### config.mk
export PLATFORM = sky130hd
export DESIGN_NAME = bin2bcd_seq
export DESIGN_NICKNAME = d
export VERILOG_FILES = /design/src/rtl/bin2bcd_seq.sv
export SDC_FILE = /design/constraint.sdc
export NUM_CORES = 1
export LEC_CHECK = 0
export BUFFER_PORTS_ARGS = -buffer_cell sky130_fd_sc_hd__buf_4
export CAP_MARGIN = 20
export CORE_MARGIN = 3
export CORE_UTILIZATION = 51
export CTS_CLUSTER_DIAMETER = 150
export DETAILED_ROUTE_END_ITERATION = 10
export GPL_ROUTABILITY_DRIVEN = 0
export PLACE_DENSITY = 0.75
export SLEW_MARGIN = 20
export SYNTH_ARGS = -nofsm -noshare
export SYNTH_HDL_FRONTEND = slang
export SYNTH_SLANG_ARGS = --single-unit
### constraint.sdc
create_clock -name clk -period 1.3 [get_ports clk]
set_input_delay 0.26 -clock clk [delete_from_list [all_inputs] [get_ports clk]]
set_output_delay 0.26 -clock clk [all_outputs]
set_load 0.01 [all_outputs]
### src/rtl/bin2bcd_seq.sv
// Sequential double-dabble binary to BCD converter: one input bit per cycle,
// N packed output digits, sticky overflow when the value exceeds 10^N - 1.
module bin2bcd_seq #(
    parameter int W = 14,
    parameter int N = 4
) (
    input  logic           clk,
    input  logic           reset_n,
    input  logic           start,
    input  logic [W-1:0]   bin,
    output logic           ready,
    output logic           done_tick,
    output logic [4*N-1:0] bcd,
    output logic           ovf
);

    localparam int CW = $clog2(W + 1);
    localparam logic [CW-1:0] W_CNT = CW'(W);

    localparam logic [1:0] S_IDLE = 2'd0;
    localparam logic [1:0] S_OP   = 2'd1;
    localparam logic [1:0] S_DONE = 2'd2;

    logic [1:0]     state;
    logic [W-1:0]   sr;
    logic [4*N-1:0] dig;
    logic [4*N-1:0] dig_adj;
    logic [CW-1:0]  cnt;
    logic           ovf_sticky;

    // done_tick is registered, so the cycle it is high also blocks new starts
    assign ready = (state == S_IDLE) && !done_tick;

    always_comb begin
        dig_adj = dig;
        for (int i = 0; i < N; i++) begin
            if (dig[4*i +: 4] >= 4'd5)
                dig_adj[4*i +: 4] = dig[4*i +: 4] + 4'd3;
        end
    end

    always_ff @(posedge clk or negedge reset_n) begin
        if (!reset_n) begin
            state      <= S_IDLE;
            sr         <= '0;
            dig        <= '0;
            cnt        <= '0;
            ovf_sticky <= 1'b0;
            done_tick  <= 1'b0;
            bcd        <= '0;
            ovf        <= 1'b0;
        end else begin
            done_tick <= 1'b0;
            case (state)
                S_IDLE: begin
                    if (start && !done_tick) begin
                        sr         <= bin;
                        dig        <= '0;
                        cnt        <= W_CNT;
                        ovf_sticky <= 1'b0;
                        state      <= S_OP;
                    end
                end
                S_OP: begin
                    // the bit leaving the top digit is a lost multiple of 10^N
                    {dig, sr}  <= {dig_adj[4*N-2:0], sr, 1'b0};
                    ovf_sticky <= ovf_sticky | dig_adj[4*N-1];
                    cnt        <= cnt - CW'(1);
                    if (cnt == CW'(1))
                        state <= S_DONE;
                end
                S_DONE: begin
                    bcd       <= dig;
                    ovf       <= ovf_sticky;
                    done_tick <= 1'b1;
                    state     <= S_IDLE;
                end
                default: state <= S_IDLE;
            endcase
        end
    end

endmodule
==> flow_summary_export.csv <==
group,metric,value,unit
power,peakVddDrop,1110,µV
timing,unrepaired_setup_endpoints_after_global_routing,"yes",
power,swShare,37.3,%
yosys,synthMuxAreaShare,9.50,%
setup_path,timing.critical_path.cells,"buf_4 > inv_1 > o21ai_4 > nor4_2 > mux2_2",
grt,grt_antenna_before_repair,0,
timing,worst-slew-pin-transition,474,ps
clocking,clkSlewWorstSetupHoldPaths,90,ps
yosys,netlist-cell-type-count,33,
power,power.switching,0.00320,W
route,avgRoutedWirePerCell,15.4,µm
setup_path,slowest_delay,390,ps
setup_path,critical-path-top-delay-family,"flip-flops",
clocking,htreeDepth,2,
setup_path,path_buf_inv,2,
timing,timing.final.setup_violations,25,
timing,slew_headroom,68.3,%
route,detailed_route_iter0_violations,94,
yosys,yosys.area_share.adder,4.68,%
timing,fmaxAchievable,687,MHz
status,violations_in_the_final_reports,"setup timing",
die,die_width,78.4,µm
yosys,combinational_family_with_the_most_area_after_synthesis,"compound AO/OA/AOI/OAI gates",
power,power.clock.fraction,10.8,%
timing,maxSlewViolCount,0,
setup_path,timing.reg2reg.setup_slack,-160,ps
die,area_of_the_die,6150,µm²
min_path,hold_path_startpoint,"bin[0]",
power,intPower,0.00538,W
die,num_rows,25,
yosys,synth.yosys.seq_area_share,51.5,%
timing,fin_setup_tns,-810,ps
yosys,top_count_cell_post_synth,"sky130_fd_sc_hd__dfrtp_1",
yosys,yosys_warnings,0,
yosys,synth_nets,268,
yosys,synth_largest_type_area_fraction,51.5,%
status,status,"finished with violations",
placed_design,place_ws,-169,ps
yosys,compound_cell_area_share_of_the_yosys_netlist,13.7,%
timing,timing.clock.skew,8.61,ps
yosys,synthesis.area_per_instance,11.1,µm²
setup_path,timing.rr.start,"state[1]",
setup_path,cp.arrival,1660,ps
clocking,cts_tree,"yes",
setup_path,required,1500,ps
setup_path,largest_driver_fanout_on_the_critical_path,4,
die,core,4880,µm²
power,share_comb_of_total_power,54.5,%
min_path,worstHoldPathType,"input pin to flop",
yosys,synth.top_cells.by_area,"sky130_fd_sc_hd__dfrtp_1 51%, sky130_fd_sc_hd__nand2_1 5.9%, sky130_fd_sc_hd__mux2i_1 4.9%, sky130_fd_sc_hd__ha_1 4.7%, sky130_fd_sc_hd__o21ai_0 3.6%",
clocking,numCtsBuffers,5,
placed_design,placed_cells,362,
route,num_vias,2075,
setup_path,criticalPathCategory,"flop to flop",
yosys,synthFlopType,"sky130_fd_sc_hd__dfrtp_1",
yosys,synthesized_flop_and_latch_total,55,
route,drc,0,
final_layout,antenna_cells_inserted,0,
die,ios,36,
setup_path,critical_path.startpoint_type,"flop",
grt,first_global_vias,1956,
setup_path,setup.worst_path.end_class,"flop",
final_layout,finalCoreUtilization,76.5,%
clocking,clkSinkCount,55,
yosys,synth_edf_count,0,
timing,layout_min_cycle_time,1460,ps
final_layout,layout-drive-gt1-share,45.5,%
setup_path,worst_setup_path_startpoint,"state[1]",
final_layout,layout-area-overhead-vs-synth,39.7,%
setup_path,crit_slowest_cell,"sky130_fd_sc_hd__dfrtp_1",
timing,final_hold_viol_count,0,
placed_design,post_detail_place_hpwl,3.45,mm
route,routed_wirelength,5.99,mm
final_layout,total_nets_final,349,
timing,min_period_over_period,112,%
yosys,synth_largest_area_cell,"sky130_fd_sc_hd__dfrtp_1",
final_layout,final_cell_count_no_fill,390,
grt,gr_util_all_layers,18.3,%
yosys,synth.cell_area,2670,µm²
yosys,post_synth_inst_count,241,
yosys,async_reset_ff_share,100,%
clocking,cts_buffer_depth,2,
route,antenna_violating_nets_post_route,0,
grt,gr-total-overflow,0,
power,pwr-share-seq,34.8,%
grt,largest_net_degree_at_the_start_of_global_routing,56,
clocking,clk_latency_worst_skew_pair,310,ps
die,start_util,54.8,%
route,first_pass_iters,4,
yosys,synth_commonest_cells,"55 x sky130_fd_sc_hd__dfrtp_1, 42 x sky130_fd_sc_hd__nand2_1, 19 x sky130_fd_sc_hd__o21ai_0",
yosys,synth_simple_gate_area_share,12.4,%
placed_design,io_buffer_count,35,
route,post_drt_via_cell_ratio,5.32,
die,die_height,78.4,µm
power,p_per_area,2300,nW/µm²
power,totalPowerFinal,0.00858,W
yosys,yosys.area_share.xor_xnor,2.95,%
flow_run,maxCapViolations,0,
grt,grt_first_pass_wirelength,8.97,mm
clocking,cts-root-buf,"sky130_fd_sc_hd__clkbuf_8",
power,static-leakage-power,1.71,nW
timing,fin_ws,-156,ps
==> registers in the layout, indices dropped and copies added, names as in the netlist <==
signal and flops:
bcd 16, dig 16, sr 14, cnt 4, state 2, done_tick 1
ovf 1, ovf_sticky 1
==> final timing paths <==
path | to | depth (start not counted)
worst max-delay path | cnt[3] | 5
worst min-delay path | sr[0] | 2
worst max register to register | cnt[3] | 5
worst min register to register | bcd[0] | 2
max in group asynchronous | dig[12] | 3
min in group asynchronous | bcd[15] | 3
==> layout make-up <==
class / count / area (µm²)
Tap cell: 67 / 83.8
Clock buffer: 7 / 76.3
Sequential cell: 55 / 1380
Inverter: 12 / 45.0
Multi-Input combinational cell: 162 / 1330
Timing Repair Buffer: 86 / 813
Clock inverter: 1 / 5.00
Fill cell: 328 / 1140
==> placed cells by master (no fill, tap or decap), types with 2 or more instances in the layout <==
| master | n |
|---|---|
| sky130_fd_sc_hd__a21oi_4 | 4 |
| sky130_fd_sc_hd__buf_12 | 4 |
| sky130_fd_sc_hd__buf_4 | 68 |
| sky130_fd_sc_hd__buf_6 | 6 |
| sky130_fd_sc_hd__buf_8 | 3 |
| sky130_fd_sc_hd__clkbuf_1 | 2 |
| sky130_fd_sc_hd__clkbuf_16 | 4 |
| sky130_fd_sc_hd__clkbuf_8 | 5 |
| sky130_fd_sc_hd__dfrtp_1 | 54 |
| sky130_fd_sc_hd__ha_1 | 3 |
| sky130_fd_sc_hd__ha_2 | 3 |
| sky130_fd_sc_hd__ha_4 | 4 |
| sky130_fd_sc_hd__inv_1 | 6 |
| sky130_fd_sc_hd__inv_2 | 6 |
| sky130_fd_sc_hd__mux2_2 | 7 |
| sky130_fd_sc_hd__mux2_4 | 3 |
| sky130_fd_sc_hd__mux2i_1 | 11 |
| sky130_fd_sc_hd__mux2i_2 | 2 |
| sky130_fd_sc_hd__nand2_1 | 39 |
| sky130_fd_sc_hd__nand2_2 | 3 |
| sky130_fd_sc_hd__nand2b_4 | 6 |
| sky130_fd_sc_hd__nand3_1 | 8 |
| sky130_fd_sc_hd__nor3_2 | 4 |
| sky130_fd_sc_hd__o211ai_1 | 2 |
| sky130_fd_sc_hd__o21ai_0 | 11 |
| sky130_fd_sc_hd__o21ai_1 | 24 |
| sky130_fd_sc_hd__o311ai_2 | 4 |
| sky130_fd_sc_hd__o31ai_2 | 3 |
| sky130_fd_sc_hd__xnor2_1 | 3 |
| sky130_fd_sc_hd__xor2_1 | 5 |
==> power groups by stage <==
stage / clock network [W] / logic [W] / registers (W)
after detailed placement: 0 / 0.00356 / 0.00294
after global routing: 0.00100 / 0.00510 / 0.00309
after floorplan: 0 / 0.00217 / 0.00296
after global placement: 0 / 0.00344 / 0.00292
after CTS: 0.000933 / 0.00407 / 0.00294
final: 0.000924 / 0.00467 / 0.00299
==> logic make-up (layout without fill, tap and decap cells) <==
family / count (synthesis) / after routing
XOR/XNOR: 9 / 9
adder cells (fa/ha/maj): 10 / 10
multiplexers: 23 / 23
buffers and inverters: 24 / 106
AND/OR/NAND/NOR: 68 / 68
AO/OA/AOI/OAI: 52 / 52
flip-flops: 55 / 55
==> timing repair <==
action / CTS / global route
endpoints found under the hold margin: 55 / 0
pin swaps: 9 / 13
setup endpoints to repair: 23 / 47
cloned: 0 / 4
hold buffers: 1 / 0
resized for setup: 24 / 34
buffers inserted: 11 / 4
==> worst register-to-register path: stages (launching register included) <==
cell and delay, ps:
sky130_fd_sc_hd__dfrtp_1 390, sky130_fd_sc_hd__buf_4 160, sky130_fd_sc_hd__inv_1 110, sky130_fd_sc_hd__o21ai_4 110, sky130_fd_sc_hd__nor4_2 200, sky130_fd_sc_hd__mux2_2 380
==> routing by layer <==
layer / up-vias / GRT usage, % / wire length (µm)
li1: 988 / - / -
met1: 1027 / 23.6 / 2580
met2: 52 / 30.7 / 3070
met3: 8 / 4.24 / 239
met4: 0 / 5.42 / 99
met5: - / 0 / 0
==> per-stage QoR <==
step / hold slack (ps) / instance area [µm²]
after detailed placement: 265 / 3210
after CTS: 200 / 3490
final: 203 / 3730
after global routing: 190 / 3730
after global placement: 265 / 3210
after floorplan: -35.6 / 2680
(Power assumes the default switching activity.)
